File: src/rtl/up_tpl_profile_regs.sv
// up_tpl_profile_regs: register bank for selecting the active datapath profile and reading its descriptor.
// Define TPL_PROFILE_HANDSHAKE_EN to gate profile changes through a req/ack handshake with the datapath.
module up_tpl_profile_regs #(
    parameter int NUM_PROFILES = 1
) (
    input  logic                       up_clk,
    input  logic                       up_rst,
    input  logic                       up_wreq,
    input  logic [13:0]                up_waddr,
    input  logic [31:0]                up_wdata,
    output logic                       up_wack,
    input  logic                       up_rreq,
    input  logic [13:0]                up_raddr,
    output logic [31:0]                up_rdata,
    output logic                       up_rack,
    input  logic [NUM_PROFILES*48-1:0] profile_desc,
    output logic [3:0]                 profile_sel,
    output logic                       profile_req,
    output logic [3:0]                 profile_req_sel,
    input  logic                       profile_ack
);
    localparam logic [13:0] A_CNTRL  = 14'h080;
    localparam logic [13:0] A_STATUS = 14'h081;
    localparam logic [13:0] A_DESC1  = 14'h090;
    localparam logic [13:0] A_DESC2  = 14'h091;
    localparam logic [4:0]  NP5      = 5'(NUM_PROFILES);
    localparam logic [3:0]  MAXSEL   = 4'(NUM_PROFILES - 1);

    logic        wack_q, rack_q;
    logic [31:0] rdata_q, rdata_d;
    logic [3:0]  sel_reg_q, sel_reg_d, profile_sel_q, profile_sel_d;
    logic        wdec, rdec, wr_ok;
    logic [3:0]  wsel;
    logic [47:0] desc;
    logic [47:0] desc_a [16];
    logic        unused_bits;

    // Profiles beyond NUM_PROFILES read as zero; sel can never reach them anyway.
    for (genvar g = 0; g < 16; g++) begin : g_desc
        if (g < NUM_PROFILES) begin : g_on
            assign desc_a[g] = profile_desc[48*g +: 48];
        end else begin : g_off
            assign desc_a[g] = '0;
        end
    end

    assign desc  = desc_a[profile_sel_q];
    assign wsel  = up_wdata[3:0];
    assign wdec  = up_wreq && (up_waddr == A_CNTRL || up_waddr == A_STATUS ||
                               up_waddr == A_DESC1 || up_waddr == A_DESC2);
    assign rdec  = up_rreq && (up_raddr == A_CNTRL || up_raddr == A_STATUS ||
                               up_raddr == A_DESC1 || up_raddr == A_DESC2);
    assign wr_ok = up_wreq && up_waddr == A_CNTRL && {1'b0, wsel} < NP5;

    always_comb begin
        rdata_d = !rdec                 ? 32'h0 :
                  up_raddr == A_CNTRL   ? {28'h0, sel_reg_q} :
                  up_raddr == A_STATUS  ? {28'h0, MAXSEL} :
                  up_raddr == A_DESC1   ? desc[31:0] :
                                          {16'h0, desc[47:32]};
    end

`ifdef TPL_PROFILE_HANDSHAKE_EN
    typedef enum logic {IDLE, REQ} state_t;
    state_t     state_q, state_d;
    logic       req_q, req_d;
    logic [3:0] req_sel_q, req_sel_d;

    always_comb begin
        state_d       = state_q;
        req_d         = req_q;
        req_sel_d     = req_sel_q;
        sel_reg_d     = sel_reg_q;
        profile_sel_d = profile_sel_q;
        if (state_q == IDLE) begin
            if (wr_ok) begin
                sel_reg_d = wsel;
                if (wsel != profile_sel_q) begin
                    req_sel_d = wsel;
                    req_d     = 1'b1;
                    state_d   = REQ;
                end
            end
        end else if (profile_ack) begin
            profile_sel_d = req_sel_q;
            req_d         = 1'b0;
            state_d       = IDLE;
        end
    end

    assign profile_req     = req_q;
    assign profile_req_sel = req_sel_q;
    assign unused_bits     = ^up_wdata[31:4];
`else
    always_comb begin
        sel_reg_d     = wr_ok ? wsel : sel_reg_q;
        profile_sel_d = wr_ok ? wsel : profile_sel_q;
    end

    assign profile_req     = 1'b0;
    assign profile_req_sel = 4'h0;
    assign unused_bits     = ^{up_wdata[31:4], profile_ack};
`endif

    always_ff @(posedge up_clk) begin
        if (up_rst) begin
            wack_q        <= 1'b0;
            rack_q        <= 1'b0;
            rdata_q       <= '0;
            sel_reg_q     <= '0;
            profile_sel_q <= '0;
`ifdef TPL_PROFILE_HANDSHAKE_EN
            state_q       <= IDLE;
            req_q         <= 1'b0;
            req_sel_q     <= '0;
`endif
        end else begin
            wack_q        <= wdec;
            rack_q        <= rdec;
            rdata_q       <= rdata_d;
            sel_reg_q     <= sel_reg_d;
            profile_sel_q <= profile_sel_d;
`ifdef TPL_PROFILE_HANDSHAKE_EN
            state_q       <= state_d;
            req_q         <= req_d;
            req_sel_q     <= req_sel_d;
`endif
        end
    end

    assign up_wack     = wack_q;
    assign up_rack     = rack_q;
    assign up_rdata    = rdata_q;
    assign profile_sel = profile_sel_q;
endmodule

File: config.mk
export PLATFORM = sky130hd
export DESIGN_NAME = up_tpl_profile_regs
export DESIGN_NICKNAME = d
export VERILOG_FILES = /design/src/rtl/up_tpl_profile_regs.sv
export SDC_FILE = /design/constraint.sdc
export NUM_CORES = 1
export LEC_CHECK = 0
export ABC_AREA = 1
export BUFFER_PORTS_ARGS = -buffer_cell sky130_fd_sc_hd__buf_2
export CORE_ASPECT_RATIO = 1.2
export CORE_MARGIN = 10
export CORE_UTILIZATION = 41
export CTS_BUF_LIST = sky130_fd_sc_hd__clkbuf_8
export DETAILED_ROUTE_END_ITERATION = 16
export HOLD_SLACK_MARGIN = 0.02
export PLACE_DENSITY = 0.88
export SYNTH_ARGS = -nofsm -noshare
export SYNTH_HDL_FRONTEND = slang
export SYNTH_SLANG_ARGS = --single-unit
File: constraint.sdc
create_clock -name up_clk -period 1.96 [get_ports up_clk]
set_clock_uncertainty 0.15 [all_clocks]
set_input_delay 0.098 -clock up_clk [delete_from_list [all_inputs] [get_ports up_clk]]
set_output_delay 0.098 -clock up_clk [all_outputs]
set_load 0.01 [all_outputs]
Word level (Yosys, flattened, before mapping)
Index checks and enable logic that the tools add are counted.
- reduce and logical (&&, ||, !) cells: 13
- muxes and demuxes: 6
- bitwise logic cells: 3
- magnitude comparators: 2
- eq/ne operators: 8
- operator list (operator ; count):
    binary-select mux 48 bit (select 4 bit) ; 1
    equality test 14 x 8 -> 1 bit (second input constant) ; 8
    2-to-1 mux 48 bit ; 2
    2-to-1 mux 16 bit ; 1
    2-to-1 mux 4 bit ; 2
    logical OR 1 bit ; 6
    greater-or-equal comparator 5 bit (second input constant) ; 1
    inverter 4 -> 5 bit ; 1
    OR reduction 5 bit ; 1
    logical AND 1 bit ; 4
    less-than comparator 4 x 1 -> 1 bit (second input constant) ; 1
    OR reduction 4 bit ; 1
    inverter 1 bit ; 2
    OR reduction 2 bit ; 1
- register bits after elaboration: 38
- output and inout bits: 43
- input port bits: 113

Depth between registers and ports, before layout
- word-level depth: 7
- gate-level depth with buffers: 9
- gate-level depth less buffers: 9

Least setup slack after synthesis
OpenSTA, ideal clock, no wires.
- path kind: flip-flop to flip-flop
- start point: reg, netlist name sel_reg_q[1]
- end point: reg rdata_q[12] (netlist: up_rdata[12])
- buffers on the path: 1
- cell stages (with the launch flop): 9
- path slack: 558 ps
- arrival: 1188 ps
- required time: 1746 ps
- setup time: 64 ps
- cells stage by stage: dfxtp_1 > nor2_1 > nand2_1 > nor2_2 > nand2_1 > nor2_2 > buf_6 > o21ai_0 > nor2_1
- RTL lines (what ; line ; source):
    end signal, assigned ; 120 ; rdata_q <= rdata_d;
    end, declared ; 30 ; logic [31:0] rdata_q, rdata_d;

Worst setup path after layout
- start point: in up_wreq
- end point: reg wack_q (netlist: up_wack)
- longest elaborated chain between the ends: 1
- RTL lines (what ; line ; source):
    start, declared ; 8 ; input logic up_wreq,
    logical AND 1 bit ; 49 ; assign wdec = up_wreq && (up_waddr == A_CNTRL || up_waddr == A_STATUS ||
    end signal, assigned ; 118 ; wack_q <= wdec;
    end, declared ; 29 ; logic wack_q, rack_q;
Every way passes these cells.
A chain may end at the register's enable or synchronous reset.

==> impl_metrics.tcl <==
set metrics [dict create \
    route.detailed.vias_per_inst 4.47 \
    yosys.area.top_type "dfxtp_1" \
    route.antenna.remaining_nets 0 \
    boundaryPins 156 \
    worst_path_dominant_cell_family "buffers and inverters" \
    asyncSetResetFlopFracSynth 0 \
    maxCapViolations 0 \
    slew_viol_final 0 \
    clockBufferDepth 2 \
    share_seq_of_total_power 0.502 \
    yosysWarningCount 0 \
    global_route_wire_length_before_repair_um 10100 \
    placedCellCount 387 \
    grt_setup_unrepaired "no" \
    cts_setup_buffers 0 \
    met2RoutedLength_um 3270 \
    first_global_vias 2094 \
    synth.area.top_cells "dfxtp_1 45%, nor2_1 10%, inv_1 8.5%" \
    synth_seq_area_share 0.453 \
    power.share.clock 0.355 \
    finalWorstSetupSlack_ns 0.0589 \
    row_count 25 \
    synth_top_area_frac 0.453 \
    p_comb_frac 0.143 \
    drive_above_1_share 0.401 \
    post_synth_inst_count 216 \
    worstPathMaxFanout 2 \
    critical_path.n_buffers_inverters 4 \
    chipHeight_um 90.1 \
    cpMostUsedCell "dlygate4sd3_1" \
    area_growth_syn_to_layout_pct 71.9 \
    ys_ff_latch 38 \
    intPower_mw 1.19 \
    die_x_um 78.4 \
    detailroute.wirelength.met3_um 619 \
    core-area_um2 3940 \
    cts-root-buf "clkbuf_8" \
    post-route-drc-count 0 \
    m1WireLength_um 2410 \
    drt-initial-drc-count 62 \
    cts_tree "done" \
    clock.fmax_ghz 0.526 \
    antenna_cells_inserted 0 \
    insertion_delay_ns 0.28 \
    cts_sinks 38 \
    yosys.cell_types.count 27 \
    finish.cell_count_without_fillers 443 \
    period_minus_slack_ns 1.90 \
    powerDensity_nw_per_um2 533 \
    initial_core_util 0.426 \
    num-nets-final 501 \
    leakage_nw 1.62 \
    timing.setup.critical_path_class "in2reg" \
    via_count 1980 \
    initial_antenna_violation_count 0 \
    synth_enable_flop_cells 0 \
    grtUsageTotal 0.177 \
    critPathSlowestCell "dlygate4sd3_1" \
    post_synth.cell_area_avg_um2 7.78 \
    holdCritPathClass "in2reg" \
    rrSetupSlack_ns 0.16 \
    detailed_place.area_um2 2310 \
    finish.instance_area_um2 2890 \
    path_cells "dlygate4sd3_1, buf_2, nand2_1, dlygate4sd3_1, nor2_1, dlygate4sd3_1" \
    top_signal_layer_used "met4" \
    power.switching_uw 348 \
    result_of_the_run "completed" \
    grt_start_max_net_pins 17 \
    final.period_utilization 0.970 \
    die_area_um2 7070 \
    critical_path.max_stage_delay_ns 0.54 \
    synthesis.area_um2 1680 \
    timing.final.hold_violations 0 \
    power.switching_fraction 0.226 \
    pre_cts_ws_ns 0.259 \
    required_ns 1.98 \
    postRouteWirelength_um 6340 \
    cts-htree-levels 2 \
    avgRoutedWirePerCell_um 14.3 \
    maximum_vdd_drop_v 0.000326 \
    critPathLaunchType "input port" \
    globalplace.congestion 0.837 \
    globalRoute.totalOverflow 0 \
    place_hpwl_um 4330 \
    detailedRoute.firstPassIterationCount 4 \
    crit_path_end_kind "flop" \
    worst_ep_arrival_time_ns 1.92 \
    numCtsBuffers 5 \
    final-setup-viol-count 0 \
    setup_tns_ns 0 \
    cts.reportedPaths.clkPinSlew_ns 0.07 \
    ys_dominant_reg_cell "dfxtp_1" \
    buffer_ports.inserted 121 \
]
-- timing repair --
item                                    CTS  global route
endpoints found under the setup margin    0             5
endpoints found under the hold margin    35             0
hold buffers                             48             0
resized for setup                         0             1
-- Yosys cell counts (2+ instances only) --
library cell,count
nor2_1,45
dfxtp_1,38
inv_1,38
nand2_1,23
nor2_4,10
nand3_1,8
nor2_2,7
o21ai_0,7
o21ai_1,7
nand4_1,6
buf_4,5
nand3b_1,4
buf_6,2
nand2_2,2
nor3_1,2
-- sequential cells by signal, indices dropped and copies added, names as in the netlist --
| signal | flops |
|---|---|
| up_rdata | 32 |
| sel_reg_q | 4 |
| up_rack | 1 |
| up_wack | 1 |
-- cell type report --
class                   count  area (µm²)
clock buffers               6        82.6
clock inverters             2        12.5
fillers                   301        1050
inverters                  40         155
multi-input cells         133         716
flip-flops and latches     38         761
well taps                  54        67.6
repair buffers            170        1090
-- kinds of logic (layout without fill, tap and decap cells) --
kind of cell | count (synthesis) | count (layout) | synth area share
AO/OA/AOI/OAI | 15 | 15 | 0.0447
buffers and inverters | 49 | 218 | 0.133
flip-flops | 38 | 38 | 0.453
other | 1 | 5 | 0.00223
AND/OR/NAND/NOR | 113 | 113 | 0.367
-- cell usage in the layout (no fill, tap or decap), drive strengths merged, types with 2 or more instances in the layout --
master / Yosys / routed
dfxtp: 38 / 38
nand3b: 4 / 4
nand4: 7 / 7
nand2: 26 / 26
dlygate4sd3: 0 / 48
clkinv: 1 / 2
nor2: 63 / 63
conb: 1 / 5
o21ai: 14 / 14
nand3: 9 / 9
inv: 39 / 39
clkbuf: 1 / 6
nor3: 2 / 2
buf: 8 / 122
-- per-stage QoR --
step | hold WS, ns | utilization | total power, mW
5_1_grt | 0.0488 | 0.733 | 1.61
2_1_floorplan | 0.0602 | - | 0.850
3_3_place_gp | 0.161 | 0.585 | 0.928
4_1_cts | 0.0281 | 0.731 | 1.55
6_report | 0.0300 | 0.733 | 1.54
3_5_place_dp | 0.169 | 0.585 | 0.931
-- power groups by stage --
stage	registers, mW	clock network, mW	logic (mW)
floorplan	0.789	0	0.0607
global placement	0.789	0	0.138
detailed placement	0.789	0	0.142
CTS	0.771	0.566	0.214
global route	0.771	0.596	0.243
finish	0.771	0.547	0.220
-- worst paths after layout --
path	startpoint	endpoint	cells after the start
setup / recovery	up_wreq	up_wack	6
hold / removal	profile_desc[2]	up_rdata[2]	4
setup reg to reg	sel_reg_q[1]	up_rdata[1]	8
hold reg to reg	sel_reg_q[2]	sel_reg_q[2]	2
-- metal layers --
layer / vias to the layer above / global-route usage
li1: 986 / -
met1: 882 / 0.182
met2: 108 / 0.321
met3: 4 / 0.0697
met4: 0 / 0.0449
met5: - / 0
-- worst register-to-register path, delay by kind of cell, from the launching register on --
family        cells  cell delay, ns
flops             1            0.35
buf+inv           1            0.54
simple gates      7            0.72
(Power assumes the default switching activity.)
